<file path="src/rtl/alien_march_sequencer_pkg.sv">
// Shared types and defaults for the alien march sequencer.
package alien_march_sequencer_pkg;

    typedef enum logic [1:0] {
        M_IDLE,
        M_MARCH,
        M_DONE
    } march_t;

    localparam int DEF_STEP_X  = 2;
    localparam int DEF_STEP_Y  = 8;
    localparam int FRAME_CNT_W = 6;

endpackage

</file>
<file path="src/rtl/alien_march_sequencer_if.sv">
// Bus between game_state / alien datapath (master) and the march sequencer (slave).
interface alien_march_sequencer_if #(
    parameter int NUM_ALIENS = 40
);
    localparam int AW = $clog2(NUM_ALIENS + 1);

    logic                 frame_tick;
    logic                 run;
    logic                 restart;
    logic [AW-1:0]        alive_count;
    logic                 hit_left;
    logic                 hit_right;
    logic                 hit_bottom;
    logic                 step_valid;
    logic signed [7:0]    step_dx;
    logic [7:0]           step_dy;
    logic                 dir_right;
    logic                 win;
    logic                 lose;

    modport master (
        output frame_tick, run, restart, alive_count, hit_left, hit_right, hit_bottom,
        input  step_valid, step_dx, step_dy, dir_right, win, lose
    );

    modport slave (
        input  frame_tick, run, restart, alive_count, hit_left, hit_right, hit_bottom,
        output step_valid, step_dx, step_dy, dir_right, win, lose
    );

endinterface

</file>
<file path="src/rtl/alien_march_sequencer_march_timer.sv">
// Frame-tick counter; fire marks the tick on which the current interval elapses.
module alien_march_sequencer_march_timer
    import alien_march_sequencer_pkg::*;
#(
    parameter int CW = FRAME_CNT_W
) (
    input  logic          clk,
    input  logic          rst_n,
    input  logic          tick,
    input  logic          en,
    input  logic          clr,
    input  logic [CW-1:0] interval,
    output logic          fire
);

    logic [CW-1:0] cnt_q;
    logic [CW-1:0] cnt_d;

    // >= rather than == so a shrinking interval never strands the count above it
    always_comb begin
        fire  = tick && en && !clr && (cnt_q >= (interval - CW'(1)));
        cnt_d = cnt_q;
        if (clr) begin
            cnt_d = '0;
        end else if (tick && en) begin
            cnt_d = fire ? '0 : cnt_q + CW'(1);
        end
    end

    always_ff @(posedge clk or negedge rst_n) begin
        if (!rst_n) begin
            cnt_q <= '0;
        end else begin
            cnt_q <= cnt_d;
        end
    end

endmodule

</file>
<file path="src/rtl/alien_march_sequencer.sv">
// Turns frame ticks into formation march steps, edge drops and win/lose.
// Optional SPEEDUP_EN: step interval tracks alive_count, clamped to [MIN_INTERVAL, BASE_INTERVAL].
module alien_march_sequencer
    import alien_march_sequencer_pkg::*;
#(
    parameter int NUM_ALIENS    = 40,
    parameter int BASE_INTERVAL = 32,
    parameter int MIN_INTERVAL  = 2,
    parameter int STEP_X        = DEF_STEP_X,
    parameter int STEP_Y        = DEF_STEP_Y
) (
    input  logic                    Clk,
    input  logic                    Reset_n,
    alien_march_sequencer_if.slave  bus
);

    localparam int AW = $clog2(NUM_ALIENS + 1);
    localparam int CW = $clog2(BASE_INTERVAL + 1);

    function automatic logic [CW-1:0] clamp_interval(input logic [AW-1:0] alive);
        int a;
        a = int'(alive);
        if (a < MIN_INTERVAL) begin
            return CW'(MIN_INTERVAL);
        end else if (a > BASE_INTERVAL) begin
            return CW'(BASE_INTERVAL);
        end
        return CW'(a);
    endfunction

    march_t            state_q, state_d;
    logic              dir_right_q, dir_right_d;
    logic              step_valid_q, step_valid_d;
    logic signed [7:0] step_dx_q, step_dx_d;
    logic [7:0]        step_dy_q, step_dy_d;
    logic              win_q, win_d;
    logic              lose_q, lose_d;

    logic [CW-1:0]     interval;
    logic              fire;
    logic              timer_en;
    logic              timer_clr;
    logic              at_edge;

`ifdef SPEEDUP_EN
    assign interval = clamp_interval(bus.alive_count);
`else
    assign interval = CW'(BASE_INTERVAL);
`endif

    assign timer_en  = (state_q == M_MARCH) && bus.run;
    assign timer_clr = bus.restart || (state_q != M_MARCH);
    assign at_edge   = (dir_right_q && bus.hit_right) || (!dir_right_q && bus.hit_left);

    alien_march_sequencer_march_timer #(
        .CW (CW)
    ) u_timer (
        .clk      (Clk),
        .rst_n    (Reset_n),
        .tick     (bus.frame_tick),
        .en       (timer_en),
        .clr      (timer_clr),
        .interval (interval),
        .fire     (fire)
    );

    // restart outranks everything; a wave ending on a step tick swallows the step
    always_comb begin
        state_d      = state_q;
        dir_right_d  = dir_right_q;
        step_valid_d = 1'b0;
        step_dx_d    = '0;
        step_dy_d    = '0;
        win_d        = win_q;
        lose_d       = lose_q;
        if (bus.restart) begin
            state_d     = M_IDLE;
            dir_right_d = 1'b1;
            win_d       = 1'b0;
            lose_d      = 1'b0;
        end else begin
            case (state_q)
                M_IDLE: begin
                    if (bus.run) begin
                        state_d = M_MARCH;
                    end
                end
                M_MARCH: begin
                    if (bus.alive_count == '0) begin
                        state_d = M_DONE;
                        win_d   = 1'b1;
                    end else if (bus.hit_bottom) begin
                        state_d = M_DONE;
                        lose_d  = 1'b1;
                    end else if (fire) begin
                        step_valid_d = 1'b1;
                        if (at_edge) begin
                            step_dy_d   = 8'(STEP_Y);
                            dir_right_d = !dir_right_q;
                        end else begin
                            step_dx_d = dir_right_q ? 8'(STEP_X) : 8'(-STEP_X);
                        end
                    end
                end
                M_DONE: begin
                end
                default: begin
                    state_d = M_IDLE;
                end
            endcase
        end
    end

    always_ff @(posedge Clk or negedge Reset_n) begin
        if (!Reset_n) begin
            state_q      <= M_IDLE;
            dir_right_q  <= 1'b1;
            step_valid_q <= 1'b0;
            step_dx_q    <= '0;
            step_dy_q    <= '0;
            win_q        <= 1'b0;
            lose_q       <= 1'b0;
        end else begin
            state_q      <= state_d;
            dir_right_q  <= dir_right_d;
            step_valid_q <= step_valid_d;
            step_dx_q    <= step_dx_d;
            step_dy_q    <= step_dy_d;
            win_q        <= win_d;
            lose_q       <= lose_d;
        end
    end

    assign bus.step_valid = step_valid_q;
    assign bus.step_dx    = step_dx_q;
    assign bus.step_dy    = step_dy_q;
    assign bus.dir_right  = dir_right_q;
    assign bus.win        = win_q;
    assign bus.lose       = lose_q;

endmodule
</file>
<file path="src/flat_wrapper.sv">
// flat-port wrapper written by rule: the top's interface ports become plain ports
module alien_march_sequencer_flat import alien_march_sequencer_pkg::*;
#(
    parameter int NUM_ALIENS    = 40,
    parameter int BASE_INTERVAL = 32,
    parameter int MIN_INTERVAL  = 2,
    parameter int STEP_X        = DEF_STEP_X,
    parameter int STEP_Y        = DEF_STEP_Y
)
  (Clk, Reset_n, bus_frame_tick, bus_run, bus_restart, bus_alive_count, bus_hit_left, bus_hit_right, bus_hit_bottom, bus_step_valid, bus_step_dx, bus_step_dy, bus_dir_right, bus_win, bus_lose);
  alien_march_sequencer_if #(.NUM_ALIENS(NUM_ALIENS)) bus_i ();
  input  logic Clk;
  input  logic Reset_n;
  input wire logic [$bits(bus_i.frame_tick)-1:0] bus_frame_tick;
  input wire logic [$bits(bus_i.run)-1:0] bus_run;
  input wire logic [$bits(bus_i.restart)-1:0] bus_restart;
  input wire logic [$bits(bus_i.alive_count)-1:0] bus_alive_count;
  input wire logic [$bits(bus_i.hit_left)-1:0] bus_hit_left;
  input wire logic [$bits(bus_i.hit_right)-1:0] bus_hit_right;
  input wire logic [$bits(bus_i.hit_bottom)-1:0] bus_hit_bottom;
  output wire logic [$bits(bus_i.step_valid)-1:0] bus_step_valid;
  output wire logic [$bits(bus_i.step_dx)-1:0] bus_step_dx;
  output wire logic [$bits(bus_i.step_dy)-1:0] bus_step_dy;
  output wire logic [$bits(bus_i.dir_right)-1:0] bus_dir_right;
  output wire logic [$bits(bus_i.win)-1:0] bus_win;
  output wire logic [$bits(bus_i.lose)-1:0] bus_lose;
  assign bus_i.frame_tick = bus_frame_tick;
  assign bus_i.run = bus_run;
  assign bus_i.restart = bus_restart;
  assign bus_i.alive_count = bus_alive_count;
  assign bus_i.hit_left = bus_hit_left;
  assign bus_i.hit_right = bus_hit_right;
  assign bus_i.hit_bottom = bus_hit_bottom;
  assign bus_step_valid = bus_i.step_valid;
  assign bus_step_dx = bus_i.step_dx;
  assign bus_step_dy = bus_i.step_dy;
  assign bus_dir_right = bus_i.dir_right;
  assign bus_win = bus_i.win;
  assign bus_lose = bus_i.lose;
  alien_march_sequencer #(.NUM_ALIENS(NUM_ALIENS), .BASE_INTERVAL(BASE_INTERVAL), .MIN_INTERVAL(MIN_INTERVAL), .STEP_X(STEP_X), .STEP_Y(STEP_Y)) u_core (.Clk(Clk), .Reset_n(Reset_n), .bus(bus_i));
endmodule
</file>
<file path="config.mk">
export PLATFORM = sky130hd
export DESIGN_NAME = alien_march_sequencer_flat
export DESIGN_NICKNAME = d
export VERILOG_FILES = /design/src/rtl/alien_march_sequencer_pkg.sv /design/src/rtl/alien_march_sequencer_if.sv /design/src/rtl/alien_march_sequencer_march_timer.sv /design/src/rtl/alien_march_sequencer.sv /design/src/flat_wrapper.sv
export SDC_FILE = /design/constraint.sdc
export NUM_CORES = 1
export LEC_CHECK = 0
export BUFFER_PORTS_ARGS = -buffer_cell sky130_fd_sc_hd__buf_4
export CORE_MARGIN = 8
export CORE_UTILIZATION = 39
export CTS_BUF_LIST = sky130_fd_sc_hd__clkbuf_4
export DETAILED_ROUTE_END_ITERATION = 16
export PLACE_DENSITY_LB_ADDON = 0.15
export SLEW_MARGIN = 20
export SYNTH_ARGS = -nofsm -noshare
export SYNTH_HDL_FRONTEND = slang
export SYNTH_SLANG_ARGS = --single-unit
export TNS_END_PERCENT = 1
</file>
<file path="constraint.sdc">
create_clock -name Clk -period 1.55 [get_ports Clk]
set_input_delay 0.0775 -clock Clk [delete_from_list [all_inputs] [get_ports Clk]]
set_output_delay 0.0775 -clock Clk [all_outputs]
set_load 0.05 [all_outputs]
</file>
==> flow_summary.toml <==
[status]
status = "complete, no violations"

[layout]
layout-drive-gt1-share_pct = 34.5
finalNetCount = 126
fin_area_um2 = 1040
areaGrowthSynthToFinish_pct = 31.5
n_antenna_cell = 0

[power]
vdd_ir_drop_max_mv = 0.421
p_comb_share_pct = 17.3
p_leak_nw = 0.544
p_switching_uw = 215
switching_share_pct = 27.7
internal-power_uw = 560
p_clk_share_pct = 31.0
p_per_area_nw_per_um2 = 746
total_power_uw = 775
share_seq_of_total_power_pct = 51.7

[logic_synthesis]
ys_ff_latch = 15
ys_seq_area_share_pct = 47.7
synth-edff-count = 0
yosysUniqueCellTypes = 27
yosysMostFrequentCell = "dfrtp_1"
synth_common_cells = "dfrtp_1 (14), buf_4 (13), nor2_1 (7)"
synth_top_area_share_pct = 44.4
async_reset_ff_share_pct = 100
ys.flop_type = "dfrtp_1"
synth_cells = 80
synth_top_area_cell = "dfrtp_1"
netlist_area_um2 = 790
syn_avg_cell_area_um2 = 9.87
synth_area_leaders = "dfrtp_1 (44%), buf_4 (12%), nand2b_1 (4.8%), a31oi_1 (4.0%), dfstp_2 (3.3%)"
yosys_warnings = 0

[global_route]
antenna_found_initial = 0
grt_max_degree = 16
grt_usage_pct = 10.4
grt_pass1_wl_um = 2900
grt_pass1_vias = 654
grt_overflow = 0

[timing]
final.min_clock_period_ns = 1.45
post-route-period-util_pct = 93.5
setup-tns-final_ns = 0
rsz0062_at_grt = "yes"
setup_slack_ns = 0.101
finalHoldViolations = 0
drv_slew = 0
clock_skew_ns = 0.00417
setup_viol = 0
hold_ws_ns = 0.0570
max_clock_freq_mhz = 690

[route]
detail-route-antenna-nets = 0
drt_iter0_drc = 12
routed_wl_um = 1730
routedWlPerCell_um = 12.6
vias = 676
vias_per_cell = 4.93
remaining_drc_errors = 0
drtPass1Iterations = 4

[setup_path]
worstPathArrival_ns = 1.65
slowest_delay_ns = 0.44
cp_top_family = "simple AND/OR/NAND/NOR gates"
rrSetupSlack_ns = 0.10
worst_setup_path_start_kind = "flop"
crit_required_ns = 1.75
critPathCaptureType = "flop"
path_class = "flop to flop"
critPathMaxFanout = 6
cp_slowest_cell = "or3b_4"
crit_path_cell_trace = "or3b_4 -> nor3_4 -> buf_6 -> nand2b_1 -> a31oi_1"
cp_num_buf_inv = 1

[die]
fp.dieH_um = 61.0
io_pins = 34
num_rows = 16
start_util_pct = 40.7
coreArea_um2 = 1940
fp.dieW_um = 61.0
die-area_um2 = 3720

[clock_tree]
numCtsBuffers = 3
htreeDepth = 1
path_clk_slew_ns = 0.09
clockBufferDepth = 2
cts_root_buf = "clkbuf_4"
cts_sinks = 15
cts_tree = "done"
worstSkewPairLatency_ns = 0.28

[place]
pre_cts_slack_ns = -0.0312
io_buffers = 25
dpl-instance-area_um2 = 957
place_congestion = 0.802
hpwl_um = 1350

[hold_path]
hold_path_class = "input pin to flop"

[flow_run]
cap_violations = 0
-- cell families after synthesis --
kind of cell	Yosys count	synth area share, %
AOI/OAI and AO/OA	15	12.4
adders and majority gates	1	1.58
buffers and inverters	15	13.5
DFF	15	47.7
muxes	2	2.69
other	1	0.475
and+or+nand+nor	31	21.7
-- final cells by class --
class / count / area (um^2)
clock buffers: 4 / 30.0
fillers: 175 / 903
inverters: 1 / 3.75
multi-input cells: 57 / 335
flip-flops and latches: 15 / 377
well taps: 27 / 33.8
repair buffers: 33 / 259
-- power groups by stage --
| stage | Clock (mW) | Sequential, mW | Combinational, mW |
|---|---|---|---|
| 6_report | 0.240 | 0.401 | 0.134 |
| 5_1_grt | 0.280 | 0.402 | 0.145 |
| 4_1_cts | 0.255 | 0.401 | 0.132 |
| 3_5_place_dp | 0 | 0.408 | 0.124 |
| 3_3_place_gp | 0 | 0.408 | 0.124 |
| 2_1_floorplan | 0 | 0.414 | 0.0867 |
-- final timing paths --
path / start / endpoint / cells after the start
setup / recovery: u_core.state_q[0]$_DFFE_PN0P_ / u_core.u_timer.cnt_q[2]$_DFFE_PN0P_ / 5
hold / removal: bus_hit_bottom / u_core.bus.lose$_DFFE_PN0P_ / 3
setup reg to reg: u_core.state_q[0]$_DFFE_PN0P_ / u_core.u_timer.cnt_q[2]$_DFFE_PN0P_ / 5
hold reg to reg: u_core.u_timer.cnt_q[5]$_DFFE_PN0P_ / u_core.u_timer.cnt_q[5]$_DFFE_PN0P_ / 2
max in group asynchronous: Reset_n / u_core.bus.dir_right$_DFFE_PN1P_ / 2
min in group asynchronous: Reset_n / u_core.bus.win$_DFFE_PN0P_ / 2
-- cell usage in the layout (no fill, tap or decap), drive strengths merged --
| cell type | instances |
|---|---|
| a41oi | 1 |
| ha | 1 |
| and3 | 1 |
| dfrtp | 14 |
| mux2i | 1 |
| a311oi | 1 |
| and3b | 1 |
| nor2 | 7 |
| clkbuf | 4 |
| a21oi | 5 |
| or3b | 1 |
| buf | 30 |
| nand2b | 6 |
| a41o | 1 |
| nor2b | 1 |
| a31oi | 5 |
| mux2 | 1 |
| a22o | 1 |
| nand4 | 2 |
| inv | 1 |
| conb | 8 |
| dlygate4sd3 | 3 |
| nor3 | 4 |
| nand2 | 5 |
| dfstp | 1 |
| nand3 | 3 |
| o21ai | 1 |
-- repair_timing --
| action | CTS | global route |
|---|---|---|
| pin swaps | 1 | 2 |
| gates cloned | 0 | 0 |
| setup endpoints to repair | 3 | 6 |
| resized for setup | 0 | 2 |
| setup buffers | 2 | 0 |
| hold buffers | 3 | 0 |
| endpoints found under the hold margin | 20 | 0 |
-- sequential cells by signal (all words and copies together), names as in the netlist --
register / flops
u_core.state_q: 2
u_core.u_timer.cnt_q: 6
u_core.bus.step_valid: 1
u_core.bus.dir_right: 1
u_core.bus.step_dy: 1
u_core.bus.step_dx: 2
u_core.bus.win: 1
u_core.bus.lose: 1
-- per-layer routing --
metal / global-route usage [%] / vias up / share of wire (%)
li1: - / 325 / -
met1: 11.7 / 327 / 41
met2: 17.6 / 20 / 50
met3: 2.97 / 4 / 7.3
met4: 4.98 / 0 / 1.6
met5: 0 / - / 0
-- stage by stage --
stage | std cells | util (%)
after floorplan | 87 | -
after global placement | 128 | 49.3
after detailed placement | 128 | 49.3
after CTS | 137 | 53.2
after global routing | 137 | 53.5
final | 137 | 53.5
-- worst reg2reg max path: stages, from the launching register on --
cell and delay [ns]:
dfrtp_1 0.39, or3b_4 0.44, nor3_4 0.22, buf_6 0.13, nand2b_1 0.05, a31oi_1 0.16
Note: power is estimated with default switching activity, not from simulation.
